$ cat config.mk
export PLATFORM = sky130hd
export DESIGN_NAME = spi_bus_scheduler
export DESIGN_NICKNAME = d
export VERILOG_FILES = /design/src/rtl/spi_bus_scheduler_pkg.sv /design/src/rtl/spi_bus_scheduler_rr_arbiter.sv /design/src/rtl/spi_bus_scheduler.sv
export SDC_FILE = /design/constraint.sdc
export NUM_CORES = 1
export LEC_CHECK = 0
export CORE_ASPECT_RATIO = 0.5
export CORE_UTILIZATION = 45
export DETAILED_ROUTE_END_ITERATION = 7
export GPL_ROUTABILITY_DRIVEN = 0
export PLACE_DENSITY = 0.77
export SYNTH_ARGS = -nofsm -noshare
export SYNTH_HDL_FRONTEND = slang
export SYNTH_SLANG_ARGS = --single-unit
$ cat constraint.sdc
create_clock -name clk -period 2.75 [get_ports clk]
set_input_delay 0.825 -clock clk [delete_from_list [all_inputs] [get_ports clk]]
set_output_delay 0.825 -clock clk [all_outputs]
set_load 0.1 [all_outputs]
$ cat src/rtl/spi_bus_scheduler_pkg.sv
// Shared types and constants for the round-robin SPI bus scheduler.
package spi_bus_scheduler_pkg;

  typedef enum logic [2:0] {
    IDLE,
    SETUP,
    SHIFT_HI,
    SHIFT_LO,
    HOLD,
    GAP
  } state_t;

  // Mode 0: sclk rests low between transfers
  localparam logic SCLK_IDLE = 1'b0;

  // Width of a slave-select index; a single slave still needs one bit
  function automatic int sel_width(input int num_ss);
    return (num_ss > 1) ? $clog2(num_ss) : 1;
  endfunction

endpackage

$ cat src/rtl/spi_bus_scheduler_rr_arbiter.sv
// Round-robin pick of the first active request at or after the rotation pointer.
module rr_arbiter #(
  parameter int NUM_REQ = 4
) (
  input  logic               clk,
  input  logic               rst_n,
  input  logic [NUM_REQ-1:0] req,
  input  logic               advance,
  input  logic [NUM_REQ-1:0] owner,
  output logic [NUM_REQ-1:0] grant
);

  localparam int PW = $clog2(NUM_REQ);

  logic [PW-1:0] ptr;
  logic [PW-1:0] idx;
  logic [PW-1:0] owner_idx;
  logic          found;

  always_comb begin
    grant = '0;
    found = 1'b0;
    idx   = '0;
    for (int i = 0; i < NUM_REQ; i++) begin
      idx = PW'((int'(ptr) + i) % NUM_REQ);
      if (!found && req[idx]) begin
        grant[idx] = 1'b1;
        found      = 1'b1;
      end
    end
  end

  always_comb begin
    owner_idx = '0;
    for (int i = 0; i < NUM_REQ; i++) begin
      if (owner[i]) owner_idx = PW'(i);
    end
  end

  // The requester just served drops to lowest priority
  always_ff @(posedge clk or negedge rst_n) begin
    if (!rst_n) begin
      ptr <= '0;
    end else if (advance) begin
      ptr <= (owner_idx == PW'(NUM_REQ - 1)) ? '0 : owner_idx + 1'b1;
    end
  end

endmodule

$ cat src/rtl/spi_bus_scheduler.sv
// SPI mode-0 master shared round-robin between NUM_REQ requesters;
// one full-duplex byte per grant, received byte returned with a done pulse.
module spi_bus_scheduler
  import spi_bus_scheduler_pkg::*;
#(
  parameter int NUM_REQ = 4,
  parameter int NUM_SS  = 4,
  parameter int CLK_DIV = 4,
  parameter int CS_GAP  = 2
) (
  input  logic                                  clk,
  input  logic                                  rst_n,
  input  logic [NUM_REQ-1:0]                    req,
  input  logic [NUM_REQ*8-1:0]                  req_data,
  input  logic [NUM_REQ*sel_width(NUM_SS)-1:0]  req_sel,
  output logic [NUM_REQ-1:0]                    grant,
  output logic                                  done,
  output logic [7:0]                            rx_data,
  output logic                                  busy,
  output logic                                  sclk,
  output logic [NUM_SS-1:0]                     ss,
  output logic                                  mosi,
  input  logic                                  miso
);

  localparam int SSW     = sel_width(NUM_SS);
  localparam int CNT_MAX = (CLK_DIV > CS_GAP) ? CLK_DIV : CS_GAP;
  localparam int CW      = $clog2(CNT_MAX);

  state_t             state, next_state;
  logic [CW-1:0]      cnt, cnt_limit;
  logic               cnt_last;
  logic [2:0]         bit_cnt;
  logic [7:0]         tx_sh, rx_sh;
  logic [NUM_REQ-1:0] pick;
  logic [7:0]         win_data;
  logic [SSW-1:0]     win_sel;
  logic [NUM_SS-1:0]  win_ss;
  logic               advance;

  rr_arbiter #(.NUM_REQ(NUM_REQ)) u_arb (
    .clk     (clk),
    .rst_n   (rst_n),
    .req     (req),
    .advance (advance),
    .owner   (grant),
    .grant   (pick)
  );

  // One timer serves every phase; only GAP uses a different length
  assign cnt_limit = (state == GAP) ? CW'(CS_GAP - 1) : CW'(CLK_DIV - 1);
  assign cnt_last  = (cnt == cnt_limit);
  assign advance   = (state == HOLD) && cnt_last;

  always_comb begin
    win_data = '0;
    win_sel  = '0;
    for (int i = 0; i < NUM_REQ; i++) begin
      if (pick[i]) begin
        win_data = req_data[8*i +: 8];
        win_sel  = req_sel[SSW*i +: SSW];
      end
    end
    win_ss = '1;
    for (int k = 0; k < NUM_SS; k++) begin
      if (win_sel == SSW'(k)) win_ss[k] = 1'b0;
    end
  end

  always_ff @(posedge clk or negedge rst_n) begin
    if (!rst_n) state <= IDLE;
    else        state <= next_state;
  end

  always_comb begin
    next_state = state;
    unique case (state)
      IDLE:     if (|pick)   next_state = SETUP;
      SETUP:    if (cnt_last) next_state = SHIFT_HI;
      SHIFT_HI: if (cnt_last) next_state = SHIFT_LO;
      SHIFT_LO: if (cnt_last) next_state = (bit_cnt == 3'd7) ? HOLD : SHIFT_HI;
      HOLD:     if (cnt_last) next_state = GAP;
      GAP:      if (cnt_last) next_state = IDLE;
      default:  next_state = IDLE;
    endcase
  end

  // Falling sclk edges both capture miso and present the next mosi bit
  always_ff @(posedge clk or negedge rst_n) begin
    if (!rst_n) begin
      cnt     <= '0;
      bit_cnt <= '0;
      tx_sh   <= '0;
      rx_sh   <= '0;
      grant   <= '0;
      done    <= 1'b0;
      rx_data <= '0;
      busy    <= 1'b0;
      sclk    <= SCLK_IDLE;
      ss      <= '1;
      mosi    <= 1'b0;
    end else begin
      done <= 1'b0;
      if (state == IDLE) cnt <= '0;
      else               cnt <= cnt_last ? '0 : cnt + 1'b1;

      unique case (state)
        IDLE: if (|pick) begin
          grant   <= pick;
          busy    <= 1'b1;
          tx_sh   <= win_data;
          ss      <= win_ss;
          mosi    <= win_data[7];
          bit_cnt <= '0;
        end
        SETUP: if (cnt_last) sclk <= ~SCLK_IDLE;
        SHIFT_HI: if (cnt_last) begin
          sclk  <= SCLK_IDLE;
          rx_sh <= {rx_sh[6:0], miso};
          tx_sh <= {tx_sh[6:0], 1'b0};
          mosi  <= tx_sh[6];
        end
        SHIFT_LO: if (cnt_last && bit_cnt != 3'd7) begin
          sclk    <= ~SCLK_IDLE;
          bit_cnt <= bit_cnt + 3'd1;
        end
        HOLD: if (cnt_last) begin
          ss      <= '1;
          done    <= 1'b1;
          rx_data <= rx_sh;
          grant   <= '0;
        end
        GAP: if (cnt_last) busy <= 1'b0;
        default: ;
      endcase
    end
  end

endmodule

==> run metrics, run 1 <==
status=finished, violations left; failing checks=setup timing; CTS tree=done; hold buffer count at CTS=0; RSZ-0062 raised after global routing=yes; WL met2=4080 um; Synth cell types=62; Root Buffer Master=clkbuf_16; R2R Setup Slk=-0.12 ns; vias per cell=5.49; Placed Area=about 3900 sq um; # fillers=464; Reg2Reg Depth=9; Leak Pwr=0.00192 uW; Worst EP arrival=3.07 ns; flops & latches, synth=between 40 and 50; share of layout cells above drive strength 1=between 30% and 40%; starting density of the core=46.9%; f_max=around 350 MHz; Bufs on Longest Clock Path=2; WHS Path Cells=2; Crit. End Element=flip-flop; Async SR Flop Fraction=100%; Worst Tran Pin Value=about 0.89 ns; IO Pins=67; Reg clk slew, reported paths=roughly 0.07 ns; DRC viols=0; Crit path largest cell delay=between 0.6 and 0.7 ns; antenna violations before repair=0; routed length on met1=3700 um; WS Path Type=reg2reg; most frequent cells in the layout=nand2_1, buf_4, dfrtp_1, clkdlybuf4s50_1, a31oi_1; DIE HEIGHT=58.3 um; commonest non-fill, non-tap cell in the layout=nand2_1; CP Cell Sequence=inv_4 > ha_4 > mux4_2 > nand2_2 > o21ai_1 > a221o_1 > a211o_1 > o221a_1 > a31oi_1; Mapped Area=2850 sq um; number of buffers created by CTS=5; metal3 WL=231 um; power per cell area=850 nW/um^2; fin. max-slew vios=0; HP Class=reg2reg; Max-slew headroom=40.8%; post-route ant nets=0; number of synthesized flops with an enable pin=0; First DRT Iteration DRCs=131; largest fanout on the critical path=7; worst r2r dst=ss[3]; # diodes=0; core footprint=6080 sq um; Worst-Skew Late Latency=roughly 0.29 ns; number of global-route vias before repair=2805; period utilisation layout=104%; Synth Instances=around 330; WL/cell=15.5 um; Total GRT Usage=24.9%; total chip power=3600 uW; row cnt=20; Syn Nets=382; # clock sinks=45; Seq/Total Area, Yosys=~40%; H-tree depth=2; min-delay src=rx_data[4]; NumNets Final=489; area growth from synthesis to layout=48.3%; Routed WL=~8000 um; die width=about 110 um; drt pass-1 iters=4; Period minus WS final=2.87 ns; post-route design area=4230 sq um; Ys Warns=0; DP Wirelength=5640 um; Peak VDD IR=approximately 0.58 mV; max_cap viols=0; clock skew=0.00731 ns; die area=~6700 sq um; CP max-delay cell=mux4_2; startpoint types=flip-flop; Hold Vio Cnt, Final=0; Post-Synthesis Mean Instance Area=8.72 sq um; pin count of the biggest net entering global routing=41; fin worst setup slack=-0.116 ns; final core occ=between 60% and 70%; top routing layer in use=met4; Worst Hold Endpoint=rx_data[4]; prevailing post-synth register cell=dfrtp_1; setup violators final=12; CP required=2.95 ns; Vias=2870; Setup TNS Final=-0.611 ns; first-pass GRT wire length=13100 um; grt total ovfl=0; I/O Buffers=66; r2r startpoint=u_arb.ptr[0]
## worst max-delay path by stage
stage / depth (start not counted) / endpoint / from
detailed placement: 11 / tx_sh[4] / req[1]
global route: 10 / tx_sh[6] / u_arb.ptr[0]
finish: 9 / ss[3] / u_arb.ptr[0]
global placement: 11 / tx_sh[4] / req[1]
CTS: 9 / ss[3] / u_arb.ptr[0]
floorplan: 11 / mosi / u_arb.ptr[0]
## critical path: cells and delay by family (launching register included)
family	cells	cell delay, ns
buffers and inverters	1	0.05
and+or+nand+nor	1	0.12
AOI/OAI and AO/OA	5	1.31
DFF	1	0.39
muxes	1	0.64
adders and majority gates	1	0.27
## power by group
group / total (uW) / internal [uW] / switching (uW)
clock network: 604 / 341 / 263
logic: 1920 / 701 / 1220
registers: 1070 / 893 / 177
total: 3600 / 1940 / 1660
## cell families after synthesis
family,Yosys count,share of synthesized area (%)
compound gates,83,21.2
xor+xnor,2,0.614
fa+ha+maj,8,3.51
buf+inv,34,5.44
flops,45,39.6
mux,9,4.08
simple gates,146,25.5
## routing by layer
layer	track usage (%)	vias up
met5	0	-
met3	3.40	10
li1	-	1395
met1	33.3	1410
met4	3.71	0
met2	44.8	55
## synth_stat cells (2+ instances only)
cell / instances / area (sq um)
a211o_1: 8 / 70.1
a21o_1: 2 / 15.0
a21oi_1: 8 / 40.0
a221oi_1: 2 / 17.5
a221oi_2: 2 / 30.0
a22oi_1: 2 / 15.0
a31oi_1: 18 / 113
and2_1: 2 / 12.5
and2b_1: 2 / 15.0
and3b_1: 2 / 17.5
buf_2: 6 / 30.0
buf_6: 2 / 22.5
clkbuf_1: 9 / 33.8
dfrtp_1: 41 / 1030
dfstp_2: 4 / 105
ha_1: 8 / 100
inv_1: 14 / 52.6
mux2i_1: 6 / 60.1
mux4_2: 2 / 45.0
nand2_1: 76 / 285
nand2b_1: 7 / 43.8
nand3b_1: 3 / 22.5
nand4_1: 2 / 12.5
nor2_1: 9 / 33.8
nor2b_1: 4 / 25.0
nor3_1: 16 / 80.1
nor3b_1: 10 / 75.1
o211ai_1: 6 / 45.0
o21a_1: 2 / 15.0
o21ai_0: 11 / 55.1
o221ai_1: 2 / 17.5
o22ai_1: 4 / 25.0
o311ai_0: 2 / 17.5
o31ai_1: 2 / 15.0
or3_1: 4 / 25.0
## sequential cells by signal, summed over array words and instances (netlist names), 2 cells and up
register   flops
state          3
rx_data        8
grant          4
u_arb.ptr      2
bit_cnt        3
tx_sh          7
cnt            2
rx_sh          8
ss             4
## area by class of cell
| cell class | instances | area [sq um] | share of cell area, % |
|---|---|---|---|
| clock inverters | 3 | 25.0 | 0.592 |
| inverters | 14 | 55.1 | 1.30 |
| clock buffers | 5 | 125 | 2.96 |
| repair buffers | 120 | 1040 | 24.6 |
| well taps | 88 | 110 | 2.60 |
| flip-flops and latches | 45 | 1130 | 26.7 |
| multi-input cells | 248 | 1740 | 41.2 |
## repair_timing
item | CTS | global route
pin swaps | 15 | 27
setup endpoints to repair | 21 | 21
resized for setup | 37 | 24
setup buffers | 9 | 1
hold endpoints to repair | 0 | 0
## stage by stage
stage                     hold WS [ns]  std cells  worst slack [ns]
after detailed placement         0.466        505            -0.828
final                            0.477        523            -0.116
after floorplan                  0.439        327           -0.0667
after CTS                        0.483        522           -0.0372
after global placement           0.455        505            -0.720
after global routing             0.498        523            -0.232
Note: power is estimated with default switching activity, not from simulation.
==> run 2, diff against run 1 <==
Settings changed: CORE_UTILIZATION 45 to 40, PLACE_DENSITY 0.77 to 0.7.
==> run metrics, run 2 (synthesis results as in run 1) <==
status=finished, violations left; failing checks=setup timing; H-tree depth=2; antenna violations before repair=0; CTS tree=done; RSZ-0062 raised after global routing=yes; Crit path max-delay family=compound AO/OA/AOI/OAI gates; clock skew=0.00552 ns; Root Buffer Master=clkbuf_16; First DRT Iteration DRCs=154; setup violators final=7; f_max=about 360 MHz; core footprint=6780 sq um; CP required=~2.9 ns; WS Path Type=in2reg; area of the multi-input gates=1710 sq um; row cnt=21; power per cell area=between 800 and 900 nW/um^2; number of buffers created by CTS=5; Buf+Inv Stages, Crit Path=2; share of layout cells above drive strength 1=28.3%; IO Pins=67; Worst Tran Pin Value=0.569 ns; period utilisation layout=102%; DP Wirelength=5870 um; Max-slew headroom=62.1%; # clock sinks=45; commonest non-fill, non-tap cell in the layout=nand2_1; Crit path largest cell delay=0.59 ns; drt pass-1 iters=4; hold buffer count at CTS=0; grt total ovfl=0; non-filler instance count after layout=519; CP Cell Sequence=clkdlybuf4s15_2 > mux4_2 > nand2_2 > o21ai_2 > or3_4 > buf_6 > a211o_1 > o211ai_1 > a31oi_1; die width=~120 um; die area=7490 sq um; fin. max-slew vios=0; area growth from synthesis to layout=45.3%; Vias=2847; fin worst setup slack=-0.0504 ns; biggest regs=rx_data (8), rx_sh (8), tx_sh (7); CP max-delay cell=mux4_2; first-pass GRT wire length=12600 um; largest fanout on the critical path=7; Crit. End Element=flip-flop; post-route ant nets=0; vias per cell=5.49; area taken by flip-flops and latches=1130 sq um; WL/cell=15.3 um; Hold Vio Cnt, Final=0; pin count of the biggest net entering global routing=between 40 and 50; HP Class=reg2reg; number of global-route vias before repair=2700; Worst EP arrival=just under 3 ns; Leak Pwr=approximately 0.0019 uW; I/O Buffers=66; # diodes=0; Routed WL=around 8000 um; Period minus WS final=2.80 ns; Reg clk slew, reported paths=~0.070 ns; Peak VDD IR=between 0.4 and 0.5 mV; Bufs on Longest Clock Path=2; max_cap viols=0; pre-CTS setup slack=-0.815 ns; Inst Count DP=505; most frequent cells in the layout=nand2_1, buf_4, dfrtp_1, clkdlybuf4s50_1, a31oi_1; DRC viols=0; Total GRT Usage=22.1%; startpoint types=input port; # fillers=586; NumNets Final=481; Worst-Skew Late Latency=0.29 ns; DIE HEIGHT=61.7 um; starting density of the core=42.1%
[run 2: cell types whose count changed in the layout (fill, tap and decap cells not counted), moves of 2 or more]
cell | previous run | this run
a31oi_1 | 16 | 18
nand2_2 | 5 | 2
o21ai_0 | 6 | 8
buf_4 | 67 | 58
o21ai_1 | 5 | 3
nand2_1 | 71 | 74
a31oi_2 | 2 | 0
[run 2: path summary, 6_finish.rpt]
check / from / endpoint / slack, ns / cells after the start
worst max-delay path: req[3] / tx_sh[6] / -0.05 / 9
worst min-delay path: rx_data[3] / rx_data[3] / 0.47 / 2
worst max register to register: u_arb.ptr[0] / tx_sh[6] / -0.04 / 10
worst min register to register: rx_data[3] / rx_data[3] / 0.47 / 2
max in group asynchronous: rst_n / ss[3] / 1.75 / 2
min in group asynchronous: rst_n / rx_data[3] / 0.61 / 2
[run 2: report_power, final]
group          switching (uW)  leakage (uW)  internal (uW)
Clock                     267     0.0000704            341
Combinational            1180       0.00126            669
Sequential                177      0.000547            893
[run 2: metrics by stage]
stage | cell area (sq um) | TNS [ns] | util (%) | hold WS, ns | power, uW
6_report | 4150 | -0.138 | 61.1 | 0.475 | 3530
5_1_grt | 4150 | -1.76 | 61.1 | 0.507 | 3730
4_1_cts | 4100 | -0.202 | 60.5 | 0.477 | 3510
3_5_place_dp | 3830 | -15.55 | 56.6 | 0.461 | 2840
3_3_place_gp | 3830 | -13.52 | 56.6 | 0.453 | 2790
2_1_floorplan | 2930 | -0.788 | - | 0.439 | 2360
[run 2: routing by layer]
layer | global-route usage, % | up-vias | share of wire (%)
met5 | 0 | - | 0
met4 | 6.88 | 0 | 1.2
met3 | 3.65 | 11 | 4.1
met2 | 39.9 | 68 | 49
met1 | 28.1 | 1384 | 45
li1 | - | 1384 | -
[run 2: final cells by class]
cell class	instances	share of cell area, %
sequential	45	27.3
tap	92	2.78
timing repair buffer	112	23.8
clock buffer	5	3.02
inverter	14	1.33
clock inverter	3	0.604
multi-input combinational	248	41.2
[run 2: tightest hold or removal path, cell delays in order, from the launching register on]
cell and delay (ns):
dfrtp_1 0.34, nand2_1 0.05, nand2_1 0.05
[run 2: repair_timing]
action,CTS,global route
endpoints found under the setup margin,21,19
gates resized for setup,41,12
pin swaps,24,21
gates cloned,1,0
setup buffers,4,1
==> run 3, diff against run 2 <==
Settings changed: ABC_AREA from default to 1, CORE_MARGIN from default to 1.5, GPL_ROUTABILITY_DRIVEN 0 to default.
==> run metrics, run 3 <==
area growth from synthesis to layout=33.9%; number of buffers created by CTS=5; Peak VDD IR=0.247 mV; WL/cell=12.1 um; startpoint types=input port; starting density of the core=around two fifths; biggest regs=rx_data (8), rx_sh (8), tx_sh (7); Reg clk slew, reported paths=0.06 ns; Vias=between 2k and 3k; share of layout cells above drive strength 1=16.4%; Synth Instances=roughly 370; status=finished clean; WL met2=3000 um; I/O Buffers=66; flops & latches, synth=45; clock skew=between 0.003 and 0.004 ns; WS Path Type=in2reg; Int Power=1100 uW; most frequent cells in the layout=nand2_1, nand3_1, clkdlybuf4s50_1; commonest non-fill, non-tap cell in the layout=nand2_1; Mapped Area=2750 sq um; CP Cell Sequence=clkdlybuf4s50_1 > nand2_1 > nand3_4 > nand2_4 > nand2_4 > inv_2 > nand3_1 > nand3_2 > buf_4 > a21oi_1 > nand2_1 > nand2_1 > nand2_1 > o211ai_1 > nand2_1; routed length on met1=3260 um; Max-slew headroom=61.9%; die width=120 um; Period minus WS final=between 2 and 3 ns; power per cell area=around 400 nW/um^2; Seq/Total Area, Yosys=about two fifths; Comb pwr share=11.6%; HP Class=reg2reg; H-tree depth=2; Hold Vio Cnt, Final=0; pin count of the biggest net entering global routing=46; IO Pins=67; Worst Tran Pin Value=0.572 ns; Ys Warns=0; NumNets Final=505; number of synthesized flops with an enable pin=0; Clk pwr share=around two fifths; most used cell, CP=nand2_1; Routed WL=6570 um; number of global-route vias before repair=between 2k and 2.5k; CTS tree=done; row cnt=21; First DRT Iteration DRCs=147; RSZ-0062 raised after global routing=no; top routing layer in use=met4; die area=7410 sq um; DRC viols=0; post-route design area=roughly 3700 sq um; Setup TNS Final=0 ns; Synth area leader=dfrtp_1; grt total ovfl=0; Total GRT Usage=approximately a fifth; DIE HEIGHT=61.6 um; Placed Area=around 3500 sq um; # fillers=643; R2R Setup Slk=0.33 ns; Root Buffer Master=clkbuf_16; core footprint=6670 sq um; most area-consuming cells after synthesis=dfrtp_1, nand2_1, nand3_1, o21ai_0, inv_1; max_cap viols=0; Crit path largest cell delay=0.49 ns; drt pass-1 iters=4; Commonest cells post-synth=nand2_1, nand3_1, dfrtp_1; vias per cell=slightly below 5; Async SR Flop Fraction=100%; Leak Pwr=0.00186 uW; sw frac=23.9%; setup violators final=0; metal3 WL=251 um; Syn Nets=around 430; sequential share of power=46.4%; DP Wirelength=5100 um; # clock sinks=45; prevailing post-synth register cell=dfrtp_1; CP max-delay cell=clkdlybuf4s50_1; antenna violations before repair=0; post-route ant nets=0; final core occ=55.1%; Crit path max-delay family=simple AND/OR/NAND/NOR gates; Bufs on Longest Clock Path=2; CP required=roughly 2.9 ns; period utilisation layout=between 90 and 100%; Crit. End Element=flip-flop; Worst-Skew Late Latency=0.29 ns; Synth cell types=30; Post-Synthesis Mean Instance Area=7.41 sq um; Buf+Inv Stages, Crit Path=3; Worst EP arrival=2.70 ns; share of the synthesized area in the top cell type=37.3%; top-count cell post-synth=nand2_1; f_max=394 MHz; largest fanout on the critical path=5; first-pass GRT wire length=10800 um; # diodes=0; gpl congestion=0.822; fin. max-slew vios=0; switching power=about 340 uW
[run 3: path summary, 6_finish.rpt]
check / startpoint / end / cells after the start
worst max-delay path: req[3] / tx_sh[5] / 15
worst min-delay path: cnt[0] / cnt[0] / 1
worst max register to register: u_arb.ptr[0] / ss[2] / 16
worst min register to register: cnt[0] / cnt[0] / 1
max in group asynchronous: rst_n / bit_cnt[0] / 2
min in group asynchronous: rst_n / busy / 2
[run 3: routing by layer]
| layer | global-route usage [%] | vias up |
|---|---|---|
| met1 | 25.8 | 1221 |
| met5 | 0 | - |
| met2 | 31.5 | 53 |
| met4 | 4.54 | 0 |
| met3 | 2.78 | 5 |
| li1 | - | 1374 |
[run 3: final cells by class]
cell class	instances	area [sq um]	area share [%]
Tap cell	92	115	3.13
Inverter	40	150	4.08
Timing Repair Buffer	84	741	20.1
Sequential cell	45	1130	30.7
Clock buffer	5	125	3.40
Multi-Input combinational cell	274	1390	37.8
Clock inverter	3	25.0	0.680
[run 3: logic make-up after synthesis]
kind of cell	after synthesis	share of synthesized area (%)
flip-flops	45	41.2
buffers and inverters	52	8.29
AND/OR/NAND/NOR	199	33.5
adder cells (fa/ha/maj)	8	3.64
AO/OA/AOI/OAI	67	13.4
[run 3: stage by stage]
stage	instances	hold slack [ns]	power (uW)	worst slack [ns]
floorplan	371	0.415	749	0.517
global placement	535	0.428	848	-0.0671
detailed placement	535	0.442	848	-0.0923
CTS	543	0.451	1450	0.195
global route	543	0.479	1500	0.0113
finish	543	0.448	1440	0.213
[run 3: what timing repair did]
action	CTS	global route
hold buffers	0	0
gates resized for setup	0	1
setup endpoints to repair	0	4
buffers inserted	0	0
[run 3: power by group through the flow]
stage	logic, uW	clock network (uW)	registers [uW]
6_report	167	606	669
5_1_grt	186	648	669
3_3_place_gp	167	0	681
4_1_cts	168	618	668
2_1_floorplan	68.1	0	681
3_5_place_dp	167	0	681
